`config.mk`:
```
export PLATFORM = sky130hd
export DESIGN_NAME = ctrl_pipe_chain
export DESIGN_NICKNAME = d
export VERILOG_FILES = /design/src/rtl/ctrl_pipe_chain_pkg.sv /design/src/rtl/ctrl_stage_reg.sv /design/src/rtl/ctrl_pipe_chain.sv
export SDC_FILE = /design/constraint.sdc
export NUM_CORES = 1
export LEC_CHECK = 0
export BUFFER_PORTS_ARGS = -buffer_cell sky130_fd_sc_hd__buf_2
export CORE_ASPECT_RATIO = 1.75
export CORE_MARGIN = 5
export CORE_UTILIZATION = 51
export CTS_CLUSTER_SIZE = 30
export DETAILED_ROUTE_END_ITERATION = 12
export PLACE_DENSITY = 0.8
export SETUP_SLACK_MARGIN = 0.15
export SYNTH_ARGS = -nofsm -noshare
export SYNTH_HDL_FRONTEND = slang
export SYNTH_SLANG_ARGS = --single-unit
```
`constraint.sdc`:
```
create_clock -name clk -period 2 [get_ports clk]
set_input_delay 0.1 -clock clk [delete_from_list [all_inputs] [get_ports clk]]
set_output_delay 0.1 -clock clk [all_outputs]
set_load 0.02 [all_outputs]
```
`src/rtl/ctrl_pipe_chain_pkg.sv`:
```
// Shared constants and helpers for the control-word pipeline chain.
// Ports: none (package). Holds the stage-count limit and the valid-bit popcount.
// Only the stage-count limit lives here; control-word field layout belongs to the decoder.
package ctrl_pipe_chain_pkg;

  // Largest supported chain depth; the popcount below is sized for it.
  localparam int unsigned MAX_STAGES = 8;

  // Number of set bits in a valid vector, zero-extended to MAX_STAGES bits.
  function automatic logic [3:0] count_ones(input logic [MAX_STAGES-1:0] vec);
    logic [3:0] n;
    n = '0;
    for (int i = 0; i < MAX_STAGES; i++) begin
      n = n + {3'b000, vec[i]};
    end
    return n;
  endfunction

endpackage

```
`src/rtl/ctrl_stage_reg.sv`:
```
// One pipeline stage: control word plus valid bit, priority clear > hold > load.
// Ports: clk/rst (async active-high), clr (flush or bubble), hold, d/v (source word/valid),
//        q/q_valid (registered stage), v_next (valid this stage takes at the next edge).
module ctrl_stage_reg #(
  parameter int WIDTH    = 15,
  parameter bit CLR_DATA = 1'b1
) (
  input  logic             clk,
  input  logic             rst,
  input  logic             clr,
  input  logic             hold,
  input  logic [WIDTH-1:0] d,
  input  logic             v,
  output logic [WIDTH-1:0] q,
  output logic             q_valid,
  output logic             v_next
);

  logic [WIDTH-1:0] dat_d, dat_q;
  logic             vld_d, vld_q;

  always_comb begin
    dat_d = dat_q;
    vld_d = vld_q;
    if (clr) begin
      // Clear wins over hold: a flushed, held stage becomes a held bubble.
      vld_d = 1'b0;
      if (CLR_DATA) begin
        dat_d = '0;
      end
    end else if (!hold) begin
      vld_d = v;
      dat_d = d;
    end
  end

  always_ff @(posedge clk or posedge rst) begin
    if (rst) begin
      dat_q <= '0;
      vld_q <= 1'b0;
    end else begin
      dat_q <= dat_d;
      vld_q <= vld_d;
    end
  end

  assign q       = dat_q;
  assign q_valid = vld_q;
  assign v_next  = vld_d;

endmodule

```
`src/rtl/ctrl_pipe_chain.sv`:
```
// Parametrised chain of decoded control-word registers (stage 0 = E, 1 = M, 2 = W, ...)
// with per-stage stall/flush, bubble insertion behind a stall, and a registered occupancy.
// Ports: clk, rst (async active-high); d_in/d_valid/d_ready from decode; stall/flush per stage;
//        q (stage i at [(i+1)*WIDTH-1 : i*WIDTH]), q_valid per stage, occupancy = popcount(q_valid).
module ctrl_pipe_chain
  import ctrl_pipe_chain_pkg::*;
#(
  parameter int WIDTH    = 15,
  parameter int STAGES   = 3,
  parameter bit CLR_DATA = 1'b1,
  localparam int OW      = $clog2(STAGES + 1)
) (
  input  logic                    clk,
  input  logic                    rst,
  input  logic [WIDTH-1:0]        d_in,
  input  logic                    d_valid,
  output logic                    d_ready,
  input  logic [STAGES-1:0]       stall,
  input  logic [STAGES-1:0]       flush,
  output logic [STAGES*WIDTH-1:0] q,
  output logic [STAGES-1:0]       q_valid,
  output logic [OW-1:0]           occupancy
);

  // hold[i]: stage i cannot advance because it or anything downstream is stalled.
  logic [STAGES:0]            hold;
  logic [STAGES-1:0]          v_next;
  logic [MAX_STAGES-1:0]      v_ext;
  logic [OW-1:0]              occ_d, occ_q;

  assign hold[STAGES] = 1'b0;

  for (genvar i = 0; i < STAGES; i++) begin : g_stage
    logic [WIDTH-1:0] src_dat;
    logic             src_vld;
    logic             clr;

    assign hold[i] = stall[i] | hold[i+1];

    if (i == 0) begin : g_head
      assign src_dat = d_in;
      assign src_vld = d_valid;
      assign clr     = flush[0];
    end else begin : g_body
      assign src_dat = q[(i-1)*WIDTH +: WIDTH];
      assign src_vld = q_valid[i-1];
      // Upstream frozen while this stage is free to move: drain into a bubble.
      assign clr     = flush[i] | (stall[i-1] & ~hold[i]);
    end

    ctrl_stage_reg #(
      .WIDTH    (WIDTH),
      .CLR_DATA (CLR_DATA)
    ) u_stage (
      .clk     (clk),
      .rst     (rst),
      .clr     (clr),
      .hold    (hold[i]),
      .d       (src_dat),
      .v       (src_vld),
      .q       (q[i*WIDTH +: WIDTH]),
      .q_valid (q_valid[i]),
      .v_next  (v_next[i])
    );
  end

  assign d_ready = ~hold[0];

  // Counting next-state valids keeps the registered count in step with q_valid.
  always_comb begin
    v_ext = '0;
    v_ext[STAGES-1:0] = v_next;
  end

  assign occ_d = OW'(count_ones(v_ext));

  always_ff @(posedge clk or posedge rst) begin
    if (rst) begin
      occ_q <= '0;
    end else begin
      occ_q <= occ_d;
    end
  end

  assign occupancy = occ_q;

endmodule

```
==> results.md <==
- Pre-antenna DRT Iters: 4
- Area Growth Syn to Fin: 20.9%
- DR vias: approximately 2000
- Max Used Layer: met4
- Initial antenna violation count: 0
- Min Tclk post-route: 1.63 ns
- Critical path buffers and inverters: 0
- IO Pins: 75
- Via/cell ratio: roughly 5.8
- CP max FO: 3
- Die ar.: slightly above 6000 um^2
- Layout cell share with drive strength beyond 1: 0.369
- Met2 WL post-DR: slightly below 3000 um
- Pleak: ~1.4 nW
- Cell count after synthesis: ~230
- Sink Count: 50
- CTS tree: built
- Worst hold path class: in -> reg
- Sequential share of the synthesized area: 0.525
- Pins Over Slew Limit: 0
- Die Y-Extent: approximately 100 um
- Number of port buffers: 74
- Nets: a little over 300
- Worst-margin pin slew: around 0.66 ns
- CP max stage cell: fa_1
- YS warnings: 0
- Setup violators final: 0
- Die width: 61.7 um
- Startpoint Class: register
- R2R Path Start: g_stage[0].u_stage.q_valid
- Unrepaired setup endpoints after global routing: no
- Post-DP HPWL: ~3800 um
- Starting Density: 0.515
- Fin area: ~2900 um^2
- Outcome: finished, final reports clean
- Synthesis-stage register bit count: 50
- Post-Route WL: between 5000 and 6000 um
- DRC viols: 0
- Vias in the first global route: 1859
- Avg Inst Size Synth: 10.4 um^2
- RR Endpoint: occupancy[0]
- Wire per inst: approximately 16 um
- Diode count: 0
- Gpl congestion: around 0.77
- Worst Reg-to-Reg Cells: 3
- Reg2reg setup slack: between 0.3 and 0.4 ns
- Num CTS Buffers: 5
- Largest cells by area after synthesis: dfrtp_1 52%, or4b_1 13%, a21oi_1 10%
- CP delay by family, top: adder cells
- Cts hold-fix bufs: 1
- Crit path capture type: register
- Non-Filler Instances: 339
- Number of failing hold endpoints at the final stage: 0
- Sequence of cells on the critical path: or4b_1 -> a21oi_1 -> fa_1
- Clock-pin slew on the worst setup and hold paths: 0.09 ns
- Gates resized, CTS repair: 0
- Postcts setup bufs: 0
- Initial drt markers: 84
- Gr ovfl total: 0
- Slew Limit Headroom: 0.557
- Fmax: about 0.6 GHz
- Synth top area share: 0.525
- First-pass GRT wire length: 9300 um
- HP Start: flush[1]
- VDD IR-drop max: between 0.0006 and 0.0007 V
- Hold Path End: g_stage[1].u_stage.q_valid
- Synth Cell Area: about 2400 um^2
- WHS Path Cells: 2
- Fill cell count: between 400 and 500
- WL met1: 2190 um
- Worst clock skew: roughly 0.0073 ns
- Biggest area consumer among synthesized cells: dfrtp_1
- Clock latency on the worst-skew pair: 0.30 ns
- Maximum number of pins on one net before global-route repair: 85
- Net Count, Synth: around 250
- Num rows: 33
- WP data arrival: around 1.8 ns
- Max-Cap Viols: 0
- Crit-path max cell delay: 0.45 ns
- All-Layer GR Usage: 0.199
- DR WL met3: about 260 um
- Root Driver: clkbuf_8
- Power per cell area: 718 nW/um^2
- Synth cell types: 15
- Total core area: 4620 um^2
- DP Area: about 2700 um^2
- Post-route ant nets: 0
- Setup Crit Path Kind: reg -> reg
- H-tree depth: 2
- TNS Setup: 0 ns
- CP required: between 2 and 2.5 ns
- Cell total after placement: 330
- Clk buf depth: 2
- Final period utilization: 0.814
[state kept, by name, indices dropped and copies added (netlist names)]
name	count
g_stage.u_stage.q	45
g_stage.u_stage.q_valid	3
occupancy	2
[how the worst max path moves through the flow]
stage | start | end | slack [ns] | cells past startpoint
global route | g_stage[0].u_stage.q_valid | occupancy[0] | 0.31 | 3
CTS | g_stage[0].u_stage.q_valid | occupancy[0] | 0.37 | 3
finish | g_stage[0].u_stage.q_valid | occupancy[0] | 0.37 | 3
detailed placement | stall[2] | occupancy[0] | 0.35 | 4
global placement | stall[2] | occupancy[0] | 0.40 | 4
floorplan | g_stage[0].u_stage.q_valid | occupancy[0] | 0.46 | 3
[metrics by stage]
stage | util | power (mW) | setup slack (ns) | hold WS [ns]
5_1_grt | 0.623 | 2.15 | 0.310 | 0.0241
3_3_place_gp | 0.590 | 1.23 | 0.400 | 0.146
6_report | 0.623 | 2.07 | 0.372 | 0.0340
4_1_cts | 0.623 | 2.09 | 0.368 | 0.0406
2_1_floorplan | - | 1.17 | 0.456 | 0.279
3_5_place_dp | 0.590 | 1.23 | 0.351 | 0.155
[cells by family (layout without fill, tap and decap cells)]
group                      Yosys count  count (layout)  synth area share
AOI/OAI and AO/OA                   80              80             0.185
and+or+nand+nor                     65              65             0.220
DFF                                 50              50             0.525
adders and majority gates            1               1           0.00840
buffers and inverters               33              91            0.0614
[routing by layer]
metal  vias to the layer above  track usage
met5                         -            0
met4                         0       0.0866
met3                        10       0.0347
met2                        58        0.304
met1                       918        0.270
li1                        964            -
[cells in the mapped netlist]
library cell and count:
fa_1 1, inv_1 1, nor3_1 1, or4b_1 32, or3b_2 16, a21oi_1 48, clkbuf_1 19, o21ai_0 16
buf_4 4, dfrtp_1 50, buf_1 3, clkbuf_2 1, nand2_1 16, o31ai_1 16, buf_2 5
[layout by cell type (no fill, tap or decap), types with 2 or more instances in the layout]
| cell type | instances |
|---|---|
| o31ai_1 | 16 |
| dfrtp_1 | 50 |
| buf_4 | 7 |
| nand2_1 | 16 |
| or4b_1 | 32 |
| clkbuf_8 | 6 |
| bufinv_16 | 2 |
| o21ai_0 | 16 |
| buf_2 | 74 |
| a21oi_1 | 48 |
| or3b_2 | 16 |
[where the power goes]
group | internal (mW) | switching [mW]
clock | 0.533 | 0.322
combinational | 0.0544 | 0.127
sequential | 1.02 | 0.00969
[cell type report]
type	count	area, um^2	share of cell area
clock buffer	6	82.6	0.0287
clock inverter	2	60.1	0.0208
inverter	1	3.75	0.00130
multi-input combinational	146	986	0.342
sequential	50	1250	0.434
tap	52	65.1	0.0226
timing repair buffer	82	433	0.150
(Power assumes the default switching activity.)
